`config.mk`:
```
export PLATFORM = sky130hd
export DESIGN_NAME = crc_gen_par
export DESIGN_NICKNAME = d
export VERILOG_FILES = /design/src/rtl/crc_pkg.sv /design/src/rtl/crc_step.sv /design/src/rtl/crc_gen_par.sv
export SDC_FILE = /design/constraint.sdc
export NUM_CORES = 1
export LEC_CHECK = 0
export CELL_PAD_IN_SITES_DETAIL_PLACEMENT = 0
export CELL_PAD_IN_SITES_GLOBAL_PLACEMENT = 1
export CORE_MARGIN = 8
export CORE_UTILIZATION = 38
export DETAILED_ROUTE_END_ITERATION = 10
export PLACE_DENSITY_LB_ADDON = 0.1
export SYNTH_ARGS = -nofsm -noshare
export SYNTH_HDL_FRONTEND = slang
export SYNTH_HIERARCHICAL = 1
export SYNTH_SLANG_ARGS = --single-unit
```
`constraint.sdc`:
```
create_clock -name clk -period 4 [get_ports clk]
set_clock_uncertainty 0.05 [all_clocks]
set_input_delay 0.8 -clock clk [delete_from_list [all_inputs] [get_ports clk]]
set_output_delay 0.8 -clock clk [all_outputs]
set_load 0.005 [all_outputs]
```
`src/rtl/crc_pkg.sv`:
```
// Shared types, CRC presets and helpers for the parallel CRC generator.
package crc_pkg;

    typedef enum logic [1:0] {
        IDLE = 2'd0,
        RUN  = 2'd1,
        DONE = 2'd2
    } state_t;

    // CRC-8/SMBUS
    localparam logic [7:0]  CRC8_POLY    = 8'h07;
    localparam logic [7:0]  CRC8_INIT    = 8'h00;
    localparam bit          CRC8_REFIN   = 1'b0;
    localparam bit          CRC8_REFOUT  = 1'b0;
    localparam logic [7:0]  CRC8_XOROUT  = 8'h00;

    // CRC-16/CCITT-FALSE
    localparam logic [15:0] CRC16_POLY   = 16'h1021;
    localparam logic [15:0] CRC16_INIT   = 16'hFFFF;
    localparam bit          CRC16_REFIN  = 1'b0;
    localparam bit          CRC16_REFOUT = 1'b0;
    localparam logic [15:0] CRC16_XOROUT = 16'h0000;

    // CRC-32 (IEEE 802.3)
    localparam logic [31:0] CRC32_POLY   = 32'h04C11DB7;
    localparam logic [31:0] CRC32_INIT   = 32'hFFFFFFFF;
    localparam bit          CRC32_REFIN  = 1'b1;
    localparam bit          CRC32_REFOUT = 1'b1;
    localparam logic [31:0] CRC32_XOROUT = 32'hFFFFFFFF;

    // Reverses the low w bits of v; bits at and above w are returned as zero.
    function automatic logic [31:0] bit_rev(input logic [31:0] v, input int w);
        logic [31:0] r;
        r = '0;
        for (int i = 0; i < 32; i++) begin
            if (i < w) r[i] = v[w - 1 - i];
        end
        return r;
    endfunction

endpackage

```
`src/rtl/crc_step.sv`:
```
// Combinational CRC update for one beat: DATA_W serial steps unrolled.
module crc_step #(
    parameter int               CRC_W  = 8,
    parameter int               DATA_W = 8,
    parameter logic [CRC_W-1:0] POLY   = 8'h07,
    parameter bit               REFIN  = 1'b0
) (
    input  logic [CRC_W-1:0]  crc_in,
    input  logic [DATA_W-1:0] data,
    output logic [CRC_W-1:0]  crc_next
);

    // Fold every data bit through the LFSR in the configured bit order.
    always_comb begin
        logic [CRC_W-1:0] c;
        logic             d;
        logic             fb;
        c  = crc_in;
        d  = 1'b0;
        fb = 1'b0;
        for (int i = 0; i < DATA_W; i++) begin
            d  = REFIN ? data[i] : data[DATA_W - 1 - i];
            fb = c[CRC_W-1] ^ d;
            c  = {c[CRC_W-2:0], 1'b0};
            if (fb) c = c ^ POLY;
        end
        crc_next = c;
    end

endmodule

```
`src/rtl/crc_gen_par.sv`:
```
// Parallel CRC generator/checker with valid/ready input beats and a held result.
//
// state | meaning
// IDLE  | waiting for the first beat of a frame; register is at INIT
// RUN   | frame in progress, accumulating beats
// DONE  | result presented on m_valid until m_ready
module crc_gen_par
    import crc_pkg::*;
#(
    parameter int                CRC_W  = 8,
    parameter int                DATA_W = 8,
    parameter logic [CRC_W-1:0]  POLY   = 8'h07,
    parameter logic [CRC_W-1:0]  INIT   = '0,
    parameter bit                REFIN  = 1'b0,
    parameter bit                REFOUT = 1'b0,
    parameter logic [CRC_W-1:0]  XOROUT = '0
) (
    input  logic              clk,
    input  logic              rst_n,
    input  logic              clr,
    input  logic              s_valid,
    output logic              s_ready,
    input  logic [DATA_W-1:0] s_data,
    input  logic              s_last,
    input  logic [CRC_W-1:0]  chk_val,
    output logic              m_valid,
    input  logic              m_ready,
    output logic [CRC_W-1:0]  crc_out,
    output logic              crc_ok,
    output logic              busy
);

    state_t           state;
    state_t           next_state;
    logic             rdy_q;
    logic             beat;
    logic [CRC_W-1:0] crc_q;
    logic [CRC_W-1:0] crc_base;
    logic [CRC_W-1:0] crc_next;
    logic [CRC_W-1:0] crc_refl;
    logic [CRC_W-1:0] crc_final;
    logic [CRC_W-1:0] chk_q;

    // Ready is registered so it never depends on s_valid in the same cycle,
    // and stays low while in reset until the first clock after release.
    assign s_ready = rdy_q;
    assign beat    = s_valid && rdy_q;
    assign m_valid = (state == DONE);
    assign busy    = (state == RUN);

    // First beat of a frame always starts from INIT, whatever crc_q holds.
    assign crc_base = (state == IDLE) ? INIT : crc_q;

    crc_step #(
        .CRC_W  (CRC_W),
        .DATA_W (DATA_W),
        .POLY   (POLY),
        .REFIN  (REFIN)
    ) u_step (
        .crc_in   (crc_base),
        .data     (s_data),
        .crc_next (crc_next)
    );

    // Output reflection and final XOR applied to the post-last-beat value.
    always_comb begin
        crc_refl = '0;
        for (int i = 0; i < CRC_W; i++) begin
            crc_refl[i] = crc_next[CRC_W - 1 - i];
        end
        crc_final = (REFOUT ? crc_refl : crc_next) ^ XOROUT;
    end

    // Next-state logic; clr overrides everything.
    always_comb begin
        next_state = state;
        if (clr) begin
            next_state = IDLE;
        end else begin
            unique case (state)
                IDLE, RUN: if (beat) next_state = s_last ? DONE : RUN;
                DONE:      if (m_ready) next_state = IDLE;
                default:   next_state = IDLE;
            endcase
        end
    end

    // State register and registered ready flag.
    always_ff @(posedge clk or negedge rst_n) begin
        if (!rst_n) begin
            state <= IDLE;
            rdy_q <= 1'b0;
        end else begin
            state <= next_state;
            rdy_q <= (next_state != DONE);
        end
    end

    // CRC accumulator; reloads INIT on abort and once a frame completes.
    always_ff @(posedge clk or negedge rst_n) begin
        if (!rst_n) begin
            crc_q <= INIT;
        end else if (clr) begin
            crc_q <= INIT;
        end else if (beat) begin
            crc_q <= s_last ? INIT : crc_next;
        end
    end

    // Capture of the expected CRC and the result on the last beat.
    always_ff @(posedge clk or negedge rst_n) begin
        if (!rst_n) begin
            chk_q   <= '0;
            crc_out <= '0;
            crc_ok  <= 1'b0;
        end else if (!clr && beat && s_last) begin
            chk_q   <= chk_val;
            crc_out <= crc_final;
            crc_ok  <= (crc_final == chk_val);
        end
    end

endmodule

```
# Word-level counts from Yosys, hierarchy flattened
# Index checks and enable logic that the tools add are counted.
dict set report totals {
  ff_bits 20
  inputBits 22
  output_inout_bits 12
  elab_cells 49
}
dict set report op_classes {
  eq_ne 4
  mux 17
  n_bitwise 16
  reduce_logical 7
}
# op count
set ops {}
lappend ops {{8-bit two-way mux} 4}
lappend ops {{3-bit two-way mux} 8}
lappend ops {{3-bit NOT} 8}
lappend ops {{8-bit == test} 1}
lappend ops {{2-bit two-way mux} 4}
lappend ops {{1-bit XOR} 8}
lappend ops {{2-bit one-hot mux with 2 select lines} 1}
lappend ops {{1-bit logical AND} 3}
lappend ops {{2-bit by 1-bit == test with 1-bit output, second input constant} 1}
lappend ops {{2-bit == test, second input constant} 1}
lappend ops {{2-bit zero test} 1}
lappend ops {{2-bit inequality test, second input constant} 1}
lappend ops {{2-bit nonzero test} 1}
lappend ops {{2-bit OR reduction} 1}
lappend ops {{1-bit zero test} 1}

# Logic depth before layout (Yosys ltp)
dict set report depth {
  word_depth 21
  mapped_depth 8
  ltp_nobuf 8
}

# Cells and area by module
# Netlist, hierarchy kept.
# mod instances cells_each area_each_um2 seq_area_each_um2
set modules_own_cells {}
lappend modules_own_cells {crc_gen_par 1 87 974.7 500.5}
lappend modules_own_cells {crc_step 1 21 183.9 0.0}

# Least setup slack after synthesis
# OpenSTA, ideal clock, no wires.
dict set report synth_path {
  path_type {flip-flop to flip-flop}
  startpoint {reg state[0]}
  endpoint {reg crc_ok}
  setup_ns 0.096
  arrival_ns 1.980
  t_required_ns 3.854
  path_slack_ns 1.875
  path_stages_with_launch 9
  n_path_buf 0
  synth_period_minus_slack_ns 2.125
  cell_sequence {dfrtp_1 nor2_1 nor2b_1 xnor2_1 xor2_1 xor2_1 xnor2_1 nand4_1 o31ai_1}
}
dict set report synth_between {
  elab_cells_between_ends 27
  cone_classes {eq/ne (1); mux (9); bitwise (16); reduce/logical (1)}
}
# item line
set synth_rtl {}
lappend synth_rtl {{start: declaration} crc_gen_par.sv:33} ;# state_t state;
lappend synth_rtl {{start signal: assignment} crc_gen_par.sv:94} ;# state <= next_state;
lappend synth_rtl {{2-bit zero test (*)} crc_gen_par.sv:52} ;# assign crc_base = (state == IDLE) ? INIT : crc_q;
lappend synth_rtl {{8-bit two-way mux (*)} crc_gen_par.sv:52}
lappend synth_rtl {{net crc_base[5]} crc_gen_par.sv:38} ;# logic [CRC_W-1:0] crc_base;
lappend synth_rtl {{1-bit XOR (*)} crc_step.sv:23} ;# fb = c[CRC_W-1] ^ d;
lappend synth_rtl {{3-bit two-way mux (*)} crc_step.sv:25} ;# if (fb) c = c ^ POLY;
lappend synth_rtl {{3-bit NOT (no source line)} n/a}
lappend synth_rtl {{3-bit two-way mux (*)} crc_step.sv:25}
lappend synth_rtl {{net crc_final[6]} crc_gen_par.sv:41} ;# logic [CRC_W-1:0] crc_final;
lappend synth_rtl {{8-bit == test (*)} crc_gen_par.sv:119} ;# crc_ok <= (crc_final == chk_val);
lappend synth_rtl {{end signal: assignment} crc_gen_par.sv:119}
lappend synth_rtl {{end: declaration} crc_gen_par.sv:29} ;# output logic crc_ok,
# The timed path passes the listed nets; every way through them passes the cells marked *.
# A chain may end at the register's enable or synchronous reset.

# Worst setup path after layout
dict set report layout_path {
  startpoint {reg state[1]}
  endpoint {reg crc_ok}
}
# Same word-level chain as after synthesis.

==> flow_summary.yaml <==
logic_synthesis:
  avgSynthCellArea_um2: 10.73
  ys_ff_latch: 20
  syn-instance-count: 108
  synth_cell_types: 18
  synth_nets: 130
  ys_seq_area_share_pct: 43.20
  syn_area_um2: 1159
  ys_warn_count: 6
global_route:
  grt_pass1_wl_mm: 4.650
  track_usage_pct: 11.45
  antenna_found_initial: 0
  grt_pass1_vias: 960
  grt_max_degree: 21
  overflow: 0
die:
  io-pin-count: 34
  dieHeight_um: 71.22
  die-area_um2: 5072
  core_um2: 2978
  initial_core_util_pct: 38.91
  die_w_um: 71.22
  rows: 20
critical_path:
  cp_cell_sequence: "nor2_1 > nor2b_1 > xnor2_1 > xor2_1 > xor2_1 > xnor2_1 > nand4_1 > o31ai_1"
  r2r_end: "crc_ok$_DFFE_PN0P_"
  cpLargestDelayFamily: "XOR/XNOR gates"
  arrival_ns: 2.73
  slowest_stage: "nor2_1"
  max_stage_delay_ns: 0.47
  crit_type: "reg2reg"
  reg2reg_slack_ns: 1.43
  end_kind: "flip-flop"
  cp-start-kind: "flip-flop"
  r2r.worst_path.cells: 8
  cp_max_fo: 8
  cp.required_ns: 4.16
  crit_buf_inv: 0
  timing.rr.start: "state[1]$_DFF_PN0_"
clocking:
  htree_levels: 1
  postCtsSetupRepairBufs: 0
  clock-sinks: 20
  post_cts.resized_instances: 0
  clk_latency_ns: 0.30
  hold_buffers: 0
  cts_buffers: 3
  root_buffer: "clkbuf_4"
  cts_tree: "yes"
  path_clk_slew_ns: 0.11
  cts_buffer_depth: 2
worst_hold_path:
  hold_depth: 2
  hold_end: "crc_ok$_DFFE_PN0P_"
  hp-start: "crc_ok$_DFFE_PN0P_"
  worstHoldPathType: "reg2reg"
placement:
  dp.final_hpwl_mm: 2.110
  portBuffers: 33
  placed_cells: 171
  dpl_cell_area_um2: 1516
  gp_congestion: 0.7585
timing:
  setup_viol: 0
  slew_headroom_pct: 40.78
  hold_slack_ns: 0.4433
  tightestPinTransition_ns: 0.8855
  tns_ns: 0
  max_clock_freq_mhz: 389.0
  period_share_pct: 64.26
  period_needed_ns: 2.571
  hold_viol_final: 0
  drv_slew: 0
  rsz0062_at_grt: "no"
route:
  dr.pass1.iters: 4
  vias_per_cell: 4.994
  drcViolationCount: 0
  drt-total-wl_mm: 2.742
  ant_nets: 0
  drtIter0Drc: 8
  num_vias: 874
  wire_per_inst_um: 15.67
pwr:
  ir_drop_mv: 0.2059
  power_density_nw_per_um2: 399.5
  p_leak_nw: 0.5861
  finalPower_mw: 0.6203
outcome:
  outcome: "completed"
finish:
  area_growth_pct: 34.02
  fin_cells: 175
  diodes: 0
  drive_gt1_share_pct: 9.859
  finalInstanceArea_um2: 1553
  final_nets: 165
  n_fill_cell: 284
job:
  drv_cap: 0
worst min-delay path: stages, from the launching register on:
cell     delay (ns)
dfrtp_1        0.36
nand2_1        0.05
o31ai_1        0.05
layout make-up:
| cell class | instances | area [um^2] | area share, % |
|---|---|---|---|
| tap | 33 | 41.29 | 2.659 |
| multi-input combinational | 85 | 644.4 | 41.50 |
| sequential | 20 | 500.5 | 32.23 |
| clock buffer | 4 | 36.28 | 2.337 |
| timing repair buffer | 33 | 330.3 | 21.27 |
layout by cell type (no fill, tap or decap), types with 6 or more instances in the layout:
master           instances
a21oi_1                  9
clkdlybuf4s50_1         33
dfrtp_1                 20
mux2_2                   8
nand2_1                 10
nand4b_1                 8
nor2b_1                 10
xnor2_1                 23
xor2_1                   6
worst max-delay path by stage:
stage                       startpoint            endpoint  depth (start not counted)
floorplan           state[0]$_DFF_PN0_  crc_ok$_DFFE_PN0P_                          8
global placement             s_data[6]  crc_ok$_DFFE_PN0P_                          7
detailed placement           s_data[6]  crc_ok$_DFFE_PN0P_                          7
CTS                 state[0]$_DFF_PN0_  crc_ok$_DFFE_PN0P_                          8
global route        state[1]$_DFF_PN0_  crc_ok$_DFFE_PN0P_                          8
finish              state[1]$_DFF_PN0_  crc_ok$_DFFE_PN0P_                          8
Yosys cell counts, drive strengths merged:
| cell | instances | area share (%) |
|---|---|---|
| a21oi | 9 | 3.9 |
| nand4 | 2 | 1.1 |
| xor2 | 6 | 4.5 |
| o31ai | 1 | 0.65 |
| xnor2 | 23 | 17 |
| nand4b | 9 | 8.1 |
| or2 | 1 | 0.54 |
| and3 | 1 | 0.65 |
| nand2 | 10 | 3.2 |
| buf | 2 | 0.86 |
| clkbuf | 1 | 0.32 |
| nor2b | 10 | 5.4 |
| dfrtp | 20 | 43 |
| nor2 | 3 | 0.97 |
| mux2 | 8 | 7.8 |
| nor4 | 1 | 0.54 |
| mux2i | 1 | 0.86 |
sequential cells by signal, summed over array words and instances, names as in the netlist:
name     flops
s_ready      1
crc_ok       1
state        2
crc_q        8
crc_out      8
power breakdown:
part | internal [mW] | switching (mW)
combinational | 0.146 | 0.0942
clock | 0.0555 | 0.0616
sequential | 0.242 | 0.0217
total | 0.443 | 0.177
metal layers:
layer | GRT usage [%] | vias up | share of wire [%]
li1 | - | 437 | -
met1 | 14.56 | 406 | 47
met2 | 17.45 | 27 | 44
met3 | 3.487 | 4 | 7.6
met4 | 4.850 | 0 | 1.1
met5 | 0 | - | 0
through the flow:
step	worst slack, ns	util, %
2_1_floorplan	1.875	-
6_report	1.429	52.14
3_5_place_dp	1.213	50.92
5_1_grt	1.166	52.14
4_1_cts	1.388	52.14
3_3_place_gp	1.184	50.92
cells by family after synthesis:
family,share of synthesized area [%]
buf+inv,1.188
mux,8.640
xor+xnor,21.92
flops,43.20
compound gates,4.536
simple gates,20.52
Note: power is estimated with default switching activity, not from simulation.
